[config.mk]
export PLATFORM = sky130hd
export DESIGN_NAME = sound_mixer
export DESIGN_NICKNAME = d
export VERILOG_FILES = /design/src/rtl/sound_mixer.sv
export SDC_FILE = /design/constraint.sdc
export NUM_CORES = 1
export LEC_CHECK = 0
export ABC_AREA = 1
export CORE_AREA = 3 3 118 177
export DETAILED_ROUTE_END_ITERATION = 10
export DIE_AREA = 0 0 121 180
export GPL_TIMING_DRIVEN = 0
export PLACE_DENSITY_LB_ADDON = 0.12
export SYNTH_ARGS = -nofsm -noshare
export SYNTH_HDL_FRONTEND = slang
export SYNTH_SLANG_ARGS = --single-unit
[constraint.sdc]
create_clock -name clk -period 5.8 [get_ports clk]
set_clock_uncertainty 0.2 [all_clocks]
set_input_delay 1.45 -clock clk [delete_from_list [all_inputs] [get_ports clk]]
set_output_delay 1.45 -clock clk [all_outputs]
set_load 0.05 [all_outputs]
[src/rtl/sound_mixer.sv]
// rtl/sound_mixer.sv - multi-channel ROM sample mixer with a fixed-latency sequential mix
// Define SOUND_MIXER_SATURATE_EN to clamp the final mix instead of wrapping it.
module sound_mixer #(
  parameter int NUM_CH = 4,
  parameter int ADDR_W = 15,
  parameter int DATA_W = 16
) (
  input  logic                     clk,
  input  logic                     reset,
  input  logic                     sample_req,
  output logic [DATA_W-1:0]        audio_output,
  output logic [ADDR_W-1:0]        rom_addr,
  input  logic [DATA_W-1:0]        rom_data,
  input  logic [NUM_CH*ADDR_W-1:0] ch_base,
  input  logic [NUM_CH*ADDR_W-1:0] ch_len,
  input  logic [NUM_CH-1:0]        ch_start,
  input  logic [NUM_CH-1:0]        ch_stop,
  input  logic [NUM_CH-1:0]        ch_loop,
  output logic [NUM_CH-1:0]        ch_active,
  output logic                     overrun
);
  localparam int CH_W  = (NUM_CH > 1) ? $clog2(NUM_CH) : 1;
  localparam int ACC_W = DATA_W + 3;
  localparam logic [CH_W-1:0] LAST_CH = CH_W'(NUM_CH - 1);

  typedef enum logic [2:0] {IDLE, ADDR, WAIT, DATA, OUT} state_t;
  state_t state, state_nxt;

  logic [CH_W-1:0]         ch;
  logic signed [ACC_W-1:0] acc;
  logic [ADDR_W-1:0]       pos [NUM_CH];
  logic [NUM_CH-1:0]       pend_start, pend_stop, eff_start, eff_stop;
  logic                    accept;
  logic [ADDR_W-1:0]       cur_base, cur_len, cur_pos;
  logic [DATA_W-1:0]       mix_out;

  assign accept    = (state == IDLE) && sample_req;
  // Pulses arriving in the accepting cycle itself are honoured for this sample.
  assign eff_start = pend_start | ch_start;
  assign eff_stop  = pend_stop | ch_stop;
  assign cur_base  = ch_base[ch*ADDR_W +: ADDR_W];
  assign cur_len   = ch_len[ch*ADDR_W +: ADDR_W];
  assign cur_pos   = pos[ch];

  always_ff @(posedge clk or posedge reset) begin
    if (reset) state <= IDLE;
    else       state <= state_nxt;
  end

  always_comb begin
    state_nxt = state;
    case (state)
      IDLE:    if (sample_req) state_nxt = ADDR;
      ADDR:    state_nxt = WAIT;
      WAIT:    state_nxt = DATA;
      DATA:    state_nxt = (ch == LAST_CH) ? OUT : ADDR;
      OUT:     state_nxt = IDLE;
      default: state_nxt = IDLE;
    endcase
  end

`ifdef SOUND_MIXER_SATURATE_EN
  localparam logic signed [ACC_W-1:0] SAT_MAX = {4'b0000, {(DATA_W-1){1'b1}}};
  localparam logic signed [ACC_W-1:0] SAT_MIN = {4'b1111, {(DATA_W-1){1'b0}}};
  always_comb begin
    if (acc > SAT_MAX)      mix_out = {1'b0, {(DATA_W-1){1'b1}}};
    else if (acc < SAT_MIN) mix_out = {1'b1, {(DATA_W-1){1'b0}}};
    else                    mix_out = acc[DATA_W-1:0];
  end
`else
  assign mix_out = acc[DATA_W-1:0];
`endif

  always_ff @(posedge clk or posedge reset) begin
    if (reset) begin
      ch           <= '0;
      acc          <= '0;
      audio_output <= '0;
      rom_addr     <= '0;
      overrun      <= 1'b0;
    end else begin
      if (sample_req && state != IDLE) overrun <= 1'b1;
      case (state)
        IDLE: if (sample_req) begin
          acc <= '0;
          ch  <= '0;
        end
        ADDR: rom_addr <= cur_base + cur_pos;
        DATA: begin
          if (ch_active[ch]) acc <= acc + $signed({{3{rom_data[DATA_W-1]}}, rom_data});
          if (ch != LAST_CH) ch <= ch + 1'b1;
        end
        OUT: audio_output <= mix_out;
        default: ;
      endcase
    end
  end

  always_ff @(posedge clk or posedge reset) begin
    if (reset) begin
      pend_start <= '0;
      pend_stop  <= '0;
    end else if (accept) begin
      pend_start <= '0;
      pend_stop  <= '0;
    end else begin
      pend_start <= eff_start;
      pend_stop  <= eff_stop;
    end
  end

  // Start beats stop; a zero-length start leaves the channel as it was.
  always_ff @(posedge clk or posedge reset) begin
    if (reset) begin
      ch_active <= '0;
      for (int c = 0; c < NUM_CH; c++) pos[c] <= '0;
    end else if (accept) begin
      for (int c = 0; c < NUM_CH; c++) begin
        if (eff_start[c] && ch_len[c*ADDR_W +: ADDR_W] != '0) begin
          pos[c]       <= '0;
          ch_active[c] <= 1'b1;
        end else if (eff_stop[c]) begin
          ch_active[c] <= 1'b0;
        end
      end
    end else if (state == DATA && ch_active[ch]) begin
      if (cur_pos == cur_len - 1'b1) begin
        pos[ch]       <= '0;
        ch_active[ch] <= ch_loop[ch];
      end else begin
        pos[ch] <= cur_pos + 1'b1;
      end
    end
  end

endmodule

==> impl_metrics.py, run 1 <==
metrics = {
    "sta": {
        "fin_crit_sh_pct": 82.4,
        "setup_viol": 0,
        "timing.slew.headroom_pct": 11.9,
        "finalMaxSlewViolations": 0,
        "finalSetupTns_ps": 0,
        "hold_violations": 0,
        "fin_crit_ps": 4780,
        "timing.hold.ws_ps": 275,
        "setup_ws_ps": 1020,
        "fmax_mhz": 209,
        "rsz0062_at_grt": "no",
        "tightest_slew_ps": 1310,
    },
    "clocking": {
        "clkTransAtPathRegs_ps": 60,
        "htreeDepth": 4,
        "cts-root-buf": "clkbuf_16",
        "clockBufferDepth": 2,
        "cts_tree": "done",
        "numCtsBuffers": 17,
        "cts.repair.resized": 0,
        "cts_setup_buffers": 0,
        "cts_num_sinks": 125,
        "hold_buffers": 0,
        "clkLatencyLatePin_ps": 440,
    },
    "synthesis": {
        "ys_seq_area_share_pct": 30.1,
        "synthDistinctLibCells": 42,
        "syn_avg_cell_area_um2": 6.27,
        "syn-instance-count": 1661,
        "postSynth.asyncResetShare_pct": 100,
        "syn_area_mm2": 0.0104,
        "synth-edff-count": 0,
        "ys_seq_elements": 125,
        "syn_nets": 1849,
        "yosysWarnings": 0,
        "ys.flop_type": "dfrtp_1",
    },
    "worst_hold_path": {
        "holdPathStages": 2,
        "worstHoldStart": "rom_addr[0]",
        "min_to": "rom_addr[0]",
        "hold_path.class": "reg2reg",
    },
    "power_and_ir_drop": {
        "ir_drop_v": 0.000316,
        "p_total_mw": 7.11,
        "sw_frac_of_total_pct": 52.1,
        "p_sw_mw": 3.70,
        "seq_power_share_pct": 20.7,
        "p_leak_nw": 6.24,
        "p_clk_share_pct": 16.7,
        "intPower_mw": 3.40,
        "p_per_area_mw_per_mm2": 535,
        "combPwrFrac_pct": 62.6,
    },
    "route": {
        "totalWireLength_um": 40600,
        "vias_per_cell": 5.76,
        "drc_errors": 0,
        "drtIter0Drc": 1196,
        "dr.pass1.iters": 6,
        "wl_per_cell_um": 19.0,
        "ant_nets": 0,
        "vias": 12300,
    },
    "placed_design": {
        "gp_congestion": 0.999,
        "preCtsSetupSlack_ps": 1070,
        "place_hpwl_um": 31100,
        "io_buffers": 186,
    },
    "worst_setup_path": {
        "ff2ff_setup_slack_ps": 1020,
        "slowest_delay_ps": 530,
        "cp-start-kind": "register",
        "reg2reg_depth": 19,
        "path_buf_inv": 7,
        "r2r-start": "ch[1]",
        "crit_path_frequent_cell": "o21ai_0",
        "crit_arrival_ps": 4890,
        "path_class": "reg2reg",
        "r2r_end": "rom_addr[12]",
        "crit_family": "buffers and inverters",
        "worstSetupEndpointType": "register",
        "worstPathRequired_ps": 5910,
        "cp_cell_sequence": "buf_6, inv_2, buf_4, buf_2, clkbuf_1, clkbuf_1, o21ai_0, o22ai_1, ha_1, fa_1, nand3_1, nand2_1, inv_1, o21a_1, o21ai_0, a31oi_1, o21ai_0, xor2_1, o21ai_0",
        "path_max_fanout": 11,
        "slowest_stage": "clkbuf_1",
    },
    "floorplan": {
        "die_h_um": 180,
        "initial_utilization_pct": 53.0,
        "core_area_mm2": 0.0196,
        "die_area_mm2": 0.0218,
        "dieWidth_um": 121,
        "ios": 187,
        "rows": 63,
    },
    "grt": {
        "grt_start_max_net_pins": 98,
        "grt_overflow_total": 0,
        "grt_pass1_wl_um": 63000,
        "grt_pass1_vias": 12200,
        "antenna_found_initial": 0,
        "grt_usage_pct": 37.1,
    },
    "cells_and_area": {
        "syn_to_final_growth_pct": 27.6,
        "fin_nets": 2055,
        "finalCoreUtilization_pct": 67.7,
        "fillers": 1773,
        "final_common_cell": "nand2_1",
        "final_layout_size_suffix_gt1_share_pct": 5.74,
        "mostFrequentLayoutCells": "nand2_1, nand3_1, clkdlybuf4s50_1",
        "antenna_cells": 0,
    },
    "outcome": {
        "status": "completed",
    },
    "job": {
        "maxCapViolCount": 0,
    },
}
## final cells by class
cell class	instances	area, µm²	share of cell area [%]
timing repair buffer	187	1890	14.2
tap	260	325	2.45
inverter	125	474	3.57
multi-input combinational	1317	6300	47.4
clock buffer	23	498	3.75
buffer	94	509	3.83
sequential	125	3130	23.5
clock inverter	9	156	1.18
## worst register-to-register path, delay by kind of cell (launching register included)
kind                       cells  cell delay, ps
xor gates and xnor gates       1             180
buffers and inverters          7            1780
adders and majority gates      2             470
DFF                            1             430
and+or+nand+nor                2             190
AOI/OAI and AO/OA              7            1380
## power by group through the flow
stage,registers (mW),clock network (mW),logic (mW)
2_1_floorplan,1.61,0,2.82
3_3_place_gp,1.45,0,4.25
3_5_place_dp,1.47,0,4.32
4_1_cts,1.45,1.19,4.35
5_1_grt,1.50,1.23,4.89
6_report,1.47,1.19,4.45
## synth_stat cells, types with 2 or more instances
master       n  area (µm²)
nor2_2       2        12.5
xnor2_1     10        87.6
buf_4        6        45.0
buf_6       14         158
o22ai_1     25         156
a31oi_1      4        25.0
dfrtp_1    125        3130
fa_1         2        40.0
clkbuf_1    46         173
o21ai_0    108         541
o2111ai_1    2        17.5
ha_1        35         438
nor2_4       5        56.3
a21oi_1     36         180
nand3b_1     3        22.5
buf_1        5        18.8
nor2_1     106         398
nand2_2      4        25.0
inv_1      114         428
o31ai_1      4        30.0
o21ai_1     66         330
nand4_1     14        87.6
a21o_1       2        15.0
nand2_1    595        2230
nand3_1    234        1170
or2_2        7        43.8
or2_0        2        12.5
inv_2       10        37.5
nor3_1      10        50.1
xor2_1      19         166
nor4_1      12        75.1
buf_2       23         115
or2_1        2        12.5
## state kept, by name, indices dropped and copies added (netlist names)
name / cells
ch_active: 4
ch: 2
pend_start: 4
pend_stop: 4
state: 3
audio_output: 16
pos: 60
rom_addr: 15
acc: 16
overrun: 1
## kinds of logic (layout without fill, tap and decap cells)
group / after synthesis / count (layout) / synth area share [%]
AOI/OAI and AO/OA: 253 / 253 / 12.9
xor gates and xnor gates: 29 / 29 / 2.44
adders and majority gates: 37 / 37 / 4.59
buffers and inverters: 219 / 438 / 9.40
DFF: 125 / 125 / 30.1
muxes: 1 / 1 / 0.108
and+or+nand+nor: 997 / 997 / 40.5
## how the worst max path moves through the flow
stage	startpoint	end	slack (ps)	depth (start not counted)
2_1_floorplan	reset	acc[0]	820	1
3_5_place_dp	ch[1]	rom_addr[12]	1070	19
4_1_cts	ch[1]	rom_addr[12]	1030	19
6_report	ch[1]	rom_addr[12]	1020	19
5_1_grt	ch[1]	rom_addr[12]	740	19
3_3_place_gp	reset	rom_addr[14]	-1070	2
## stage by stage
stage | instance area, µm² | std cells
after floorplan | 10400 | 1661
after global placement | 12600 | 2107
after detailed placement | 12600 | 2108
after CTS | 13300 | 2140
after global routing | 13300 | 2140
final | 13300 | 2140
## routing by layer
| metal | GRT usage (%) | up-vias | wire (µm) |
|---|---|---|---|
| li1 | - | 5876 | - |
| met3 | 7.18 | 172 | 3040 |
| met1 | 40.1 | 5662 | 14500 |
| met4 | 27.0 | 0 | 3250 |
| met2 | 63.3 | 626 | 19900 |
| met5 | 0 | - | 0 |
Power figures use the tool's default switching activity.
==> run 2, diff against run 1 <==
--- a/config.mk
+++ b/config.mk
@@ -6,9 +6,9 @@
 export NUM_CORES = 1
 export LEC_CHECK = 0
 export ABC_AREA = 1
-export CORE_AREA = 3 3 118 177
+export CORE_AREA = 3 3 124 185
 export DETAILED_ROUTE_END_ITERATION = 10
-export DIE_AREA = 0 0 121 180
+export DIE_AREA = 0 0 127 188
 export GPL_TIMING_DRIVEN = 0
 export PLACE_DENSITY_LB_ADDON = 0.12
 export SYNTH_ARGS = -nofsm -noshare
==> constraint.sdc (replaced) <==
create_clock -name clk -period 4.1 [get_ports clk]
set_clock_uncertainty 0.2 [all_clocks]
set_input_delay 1.025 -clock clk [delete_from_list [all_inputs] [get_ports clk]]
set_output_delay 1.025 -clock clk [all_outputs]
set_load 0.05 [all_outputs]
==> impl_metrics.py, run 2 (same netlist as run 1, synthesis figures left out) <==
metrics = {
    "outcome": {
        "status": "completed",
    },
    "worst_setup_path": {
        "worstPathRequired_ps": 4190,
        "reg2reg_depth": 15,
        "r2r-start": "ch[1]",
        "crit_start": "ch_len[0]",
        "ff2ff_setup_slack_ps": 230,
        "worstSetupEndpointType": "register",
        "cp-start-kind": "primary input",
        "path_max_fanout": 10,
        "r2r_end": "pos[24]",
        "crit_end": "pos[52]",
        "path_class": "in2reg",
        "crit_arrival_ps": 3960,
    },
    "cells_and_area": {
        "regMostFlops": "pos",
        "final_common_cell": "nand2_1",
        "mostFrequentLayoutCells": "nand2_1, nand3_1, clkdlybuf4s50_1",
        "antenna_cells": 0,
        "fin_nets": 2054,
        "final_layout_size_suffix_gt1_share_pct": 6.44,
        "syn_to_final_growth_pct": 27.5,
        "fillers": 2162,
        "top_regs": "pos: 60 flops, acc: 16 flops, audio_output: 16 flops",
        "stdcell_count": 2150,
        "largest_reg_flops": 60,
    },
    "sta": {
        "fin_crit_sh_pct": 94.4,
        "setup_viol": 0,
        "hold_violations": 0,
        "tightest_slew_ps": 1120,
        "timing.slew.headroom_pct": 24.6,
        "finalMaxSlewViolations": 0,
        "rsz0062_at_grt": "no",
        "fin_crit_ps": 3870,
        "fmax_mhz": 258,
    },
    "placed_design": {
        "place_hpwl_um": 31900,
        "io_buffers": 186,
        "gp_congestion": 0.965,
        "place_inst": 2122,
    },
    "floorplan": {
        "initial_utilization_pct": 48.1,
        "dieWidth_um": 127,
        "core_area_mm2": 0.0216,
        "die_area_mm2": 0.0239,
        "rows": 66,
        "die_h_um": 188,
        "ios": 187,
    },
    "grt": {
        "grt_start_max_net_pins": 39,
        "grt_pass1_vias": 11800,
        "antenna_found_initial": 0,
        "grt_usage_pct": 34.3,
        "grt_overflow_total": 0,
        "grt_pass1_wl_um": 63700,
    },
    "clocking": {
        "clockBufferDepth": 2,
        "cts_tree": "done",
        "htreeDepth": 4,
        "clkTransAtPathRegs_ps": 60,
        "clkLatencyLatePin_ps": 430,
        "cts-root-buf": "clkbuf_16",
        "numCtsBuffers": 17,
        "cts_num_sinks": 125,
    },
    "power_and_ir_drop": {
        "p_leak_nw": 6.23,
        "ir_drop_v": 0.000400,
        "p_per_area_mw_per_mm2": 745,
        "p_total_mw": 9.89,
    },
    "route": {
        "wl_per_cell_um": 19.2,
        "totalWireLength_um": 41200,
        "vias": 12100,
        "ant_nets": 0,
        "dr.pass1.iters": 7,
        "vias_per_cell": 5.65,
        "drc_errors": 0,
        "drtIter0Drc": 935,
    },
    "job": {
        "maxCapViolCount": 0,
    },
    "worst_hold_path": {
        "hold_path.class": "reg2reg",
    },
}
-- run 2: changes by cell type in the layout (fill, tap and decap cells not counted), sizes merged --
cell      change
clkinvlp      +2
clkbuf        -3
clkinv        +3
bufinv        -3
inv           -1
-- run 2: cell type report --
cell class / instances / area [µm²] / share of cell area [%]
plain buffers: 91 / 526 / 3.96
clock buffers: 21 / 460 / 3.47
clock inverters: 10 / 92.6 / 0.698
inverters: 125 / 473 / 3.56
multi-input cells: 1317 / 6330 / 47.7
flip-flops and latches: 125 / 3130 / 23.6
well taps: 272 / 340 / 2.56
repair buffers: 189 / 1920 / 14.5
-- run 2: how the worst min path moves through the flow --
| stage | from | to | slack (ps) | cells after the start |
|---|---|---|---|---|
| after floorplan | pend_start[0] | pend_start[0] | 250 | 2 |
| after global placement | overrun | overrun | 240 | 1 |
| after detailed placement | overrun | overrun | 250 | 1 |
| after CTS | overrun | overrun | 260 | 1 |
| after global routing | overrun | overrun | 280 | 1 |
| final | overrun | overrun | 260 | 1 |
-- run 2: repair_timing --
action,in CTS,in global routing
pin swaps,0,0
setup endpoints to repair,33,27
hold buffers,0,0
cloned,0,0
setup buffers,0,0
resized for setup,6,21
-- run 2: power by group --
group	internal, mW	switching, mW	total [mW]
logic	2.06	4.31	6.38
registers	1.68	0.402	2.08
clock network	0.858	0.576	1.43
total	4.60	5.29	9.89
-- run 2: critical path, cell delays in order --
cell and delay [ps]:
clkdlybuf4s50_1 440, nand2_1 90, nand3_1 60, nand2_1 170, ha_1 240, nand2_1 130, nor2_4 230, nand2_1 120
nand2_1 80, nand3b_1 70, nand2_1 80, nor2_1 50, nand2_1 50, nor2_1 40, nand2_1 190, nand2_1 80
nand2_1 180, clkbuf_1 470, o21ai_1 140
-- run 2: per-stage QoR --
stage	hold slack, ps	utilization (%)	setup TNS, ps	area [µm²]	worst slack [ps]
floorplan	248	-	0	10400	469
global placement	242	58.3	-9460	12600	-450
detailed placement	251	58.6	-14010	12700	-528
CTS	264	61.1	0	13200	60.9
global route	280	61.4	0	13300	22.9
finish	261	61.4	0	13300	228
-- run 2: metal layers --
metal | vias to the layer above | part of all wire, % | track usage, %
met3 | 149 | 6.8 | 5.19
met4 | 0 | 6.7 | 21.3
li1 | 5866 | - | -
met5 | - | 0 | 0
met1 | 5607 | 37 | 38.6
met2 | 518 | 50 | 60.1
==> run 3, diff against run 2 <==
--- a/config.mk
+++ b/config.mk
@@ -6,9 +6,10 @@
 export NUM_CORES = 1
 export LEC_CHECK = 0
 export ABC_AREA = 1
-export CORE_AREA = 3 3 124 185
+export CORE_AREA = 3 3 122 183
+export CTS_BUF_LIST = sky130_fd_sc_hd__clkbuf_2 sky130_fd_sc_hd__clkbuf_4 sky130_fd_sc_hd__clkbuf_8
 export DETAILED_ROUTE_END_ITERATION = 10
-export DIE_AREA = 0 0 127 188
+export DIE_AREA = 0 0 125 186
 export GPL_TIMING_DRIVEN = 0
 export PLACE_DENSITY_LB_ADDON = 0.12
 export SYNTH_ARGS = -nofsm -noshare
==> impl_metrics.py, run 3 (same netlist as run 1, synthesis figures left out) <==
metrics = {
    "sta": {
        "finalMaxSlewViolations": 0,
        "setup_viol": 0,
        "fin_crit_sh_pct": 97.3,
        "fmax_mhz": 251,
        "fin_crit_ps": 3990,
        "hold_violations": 0,
        "tightest_slew_ps": 1210,
        "rsz0062_at_grt": "no",
        "timing.slew.headroom_pct": 18.5,
    },
    "route": {
        "top_layer": "met4",
        "dr.pass1.iters": 7,
        "wl_met3_um": 3130,
        "drtIter0Drc": 1147,
        "wl_per_cell_um": 18.8,
        "drc_errors": 0,
        "vias_per_cell": 5.70,
        "ant_nets": 0,
        "vias": 12300,
        "totalWireLength_um": 40400,
        "m1WireLength_um": 14500,
        "wl_met2_um": 20100,
    },
    "worst_setup_path": {
        "r2r_end": "pos[21]",
        "worstPathRequired_ps": 4310,
        "crit_arrival_ps": 4200,
        "cp-start-kind": "register",
        "reg2reg_depth": 16,
        "worstSetupEndpointType": "register",
        "r2r-start": "ch[1]",
        "path_class": "reg2reg",
        "path_max_fanout": 10,
        "ff2ff_setup_slack_ps": 110,
    },
    "clocking": {
        "htreeDepth": 4,
        "cts-root-buf": "clkbuf_8",
        "clkLatencyLatePin_ps": 480,
        "cts_tree": "done",
        "clockBufferDepth": 2,
        "numCtsBuffers": 17,
        "hold_buffers": 0,
        "clkTransAtPathRegs_ps": 80,
        "cts_num_sinks": 125,
    },
    "worst_hold_path": {
        "hold_path.class": "reg2reg",
        "holdPathStages": 1,
        "worstHoldStart": "overrun",
        "min_to": "overrun",
    },
    "grt": {
        "grt_pass1_vias": 11800,
        "grt_overflow_total": 0,
        "antenna_found_initial": 1,
        "grt_pass1_wl_um": 63000,
        "grt_usage_pct": 34.4,
        "grt_start_max_net_pins": 42,
    },
    "power_and_ir_drop": {
        "p_per_area_mw_per_mm2": 720,
        "p_leak_nw": 6.16,
        "ir_drop_v": 0.000381,
        "p_total_mw": 9.41,
    },
    "floorplan": {
        "dieWidth_um": 125,
        "die_h_um": 186,
        "core_area_mm2": 0.0210,
        "ios": 187,
        "die_area_mm2": 0.0233,
        "initial_utilization_pct": 49.6,
        "rows": 65,
    },
    "placed_design": {
        "io_buffers": 186,
        "place_hpwl_um": 31500,
        "gp_congestion": 1.01,
        "place_area_mm2": 0.0127,
    },
    "cells_and_area": {
        "top_regs": "pos: 60 flops, acc: 16 flops, audio_output: 16 flops",
        "final_common_cell": "nand2_1",
        "fin_area_mm2": 0.0131,
        "mostFrequentLayoutCells": "nand2_1, nand3_1, clkdlybuf4s50_1",
        "fin_nets": 2054,
        "regMostFlops": "pos",
        "syn_to_final_growth_pct": 25.6,
        "final_layout_size_suffix_gt1_share_pct": 6.60,
        "largest_reg_flops": 60,
        "finalCoreUtilization_pct": 62.3,
    },
    "job": {
        "maxCapViolCount": 0,
    },
    "outcome": {
        "status": "completed",
    },
}
[run 3: per-layer routing]
metal,GRT usage [%],vias to the layer above
li1,-,5868
met1,38.0,5639
met2,60.5,594
met3,6.98,153
met4,21.4,0
met5,0,-
[run 3: final cells by class]
| type | count | area, µm² |
|---|---|---|
| Fill cell | 2121 | 7910 |
| Multi-Input combinational cell | 1317 | 6320 |
| Sequential cell | 125 | 3130 |
| Timing Repair Buffer | 189 | 1920 |
| Buffer | 91 | 528 |
| Inverter | 125 | 473 |
| Tap cell | 268 | 335 |
| Clock buffer | 21 | 270 |
| Clock inverter | 11 | 95.1 |
| Antenna cell | 1 | 2.50 |
[run 3: how the worst max path moves through the flow]
stage               startpoint            to  depth (start not counted)
CTS                      ch[1]  rom_addr[12]                         18
finish                   ch[1]       pos[21]                         16
floorplan                ch[0]  rom_addr[12]                         20
global placement         ch[1]  rom_addr[12]                         19
global route             ch[0]  rom_addr[12]                         17
detailed placement  ch_len[45]       pos[22]                         19
[run 3: worst max-delay path, stage by stage (launching register included)]
cell and delay (ps):
dfrtp_1 420, buf_6 160, inv_2 80, buf_4 190, buf_2 290, o21ai_0 170
o22ai_2 370, ha_1 270, nand2_1 70, nor2_1 230, nand2_1 80, nor2_1 330
xor2_1 530, nand2_1 180, nand2_1 110, nand3_1 80, o21ai_1 140
[run 3: timing repair]
action	CTS	global route
endpoints found under the setup margin	21	40
setup buffers	0	0
pin swaps	0	0
resized for setup	6	26
[run 3: metrics by stage]
step	worst slack (ps)	cells	TNS [ps]	hold slack, ps
finish	111	2148	0	261
detailed placement	-437	2118	-18920	248
global route	0.378	2148	0	293
CTS	8.41	2147	0	268
floorplan	469	1661	0	248
global placement	-357	2115	-14640	244
[run 3: power breakdown]
part	internal (mW)	total, mW	leakage (nW)	switching, mW
registers	1.68	2.07	1.63	0.394
clock network	0.509	1.05	0.186	0.536
logic	2.06	6.30	4.35	4.24
total	4.24	9.41	6.16	5.17
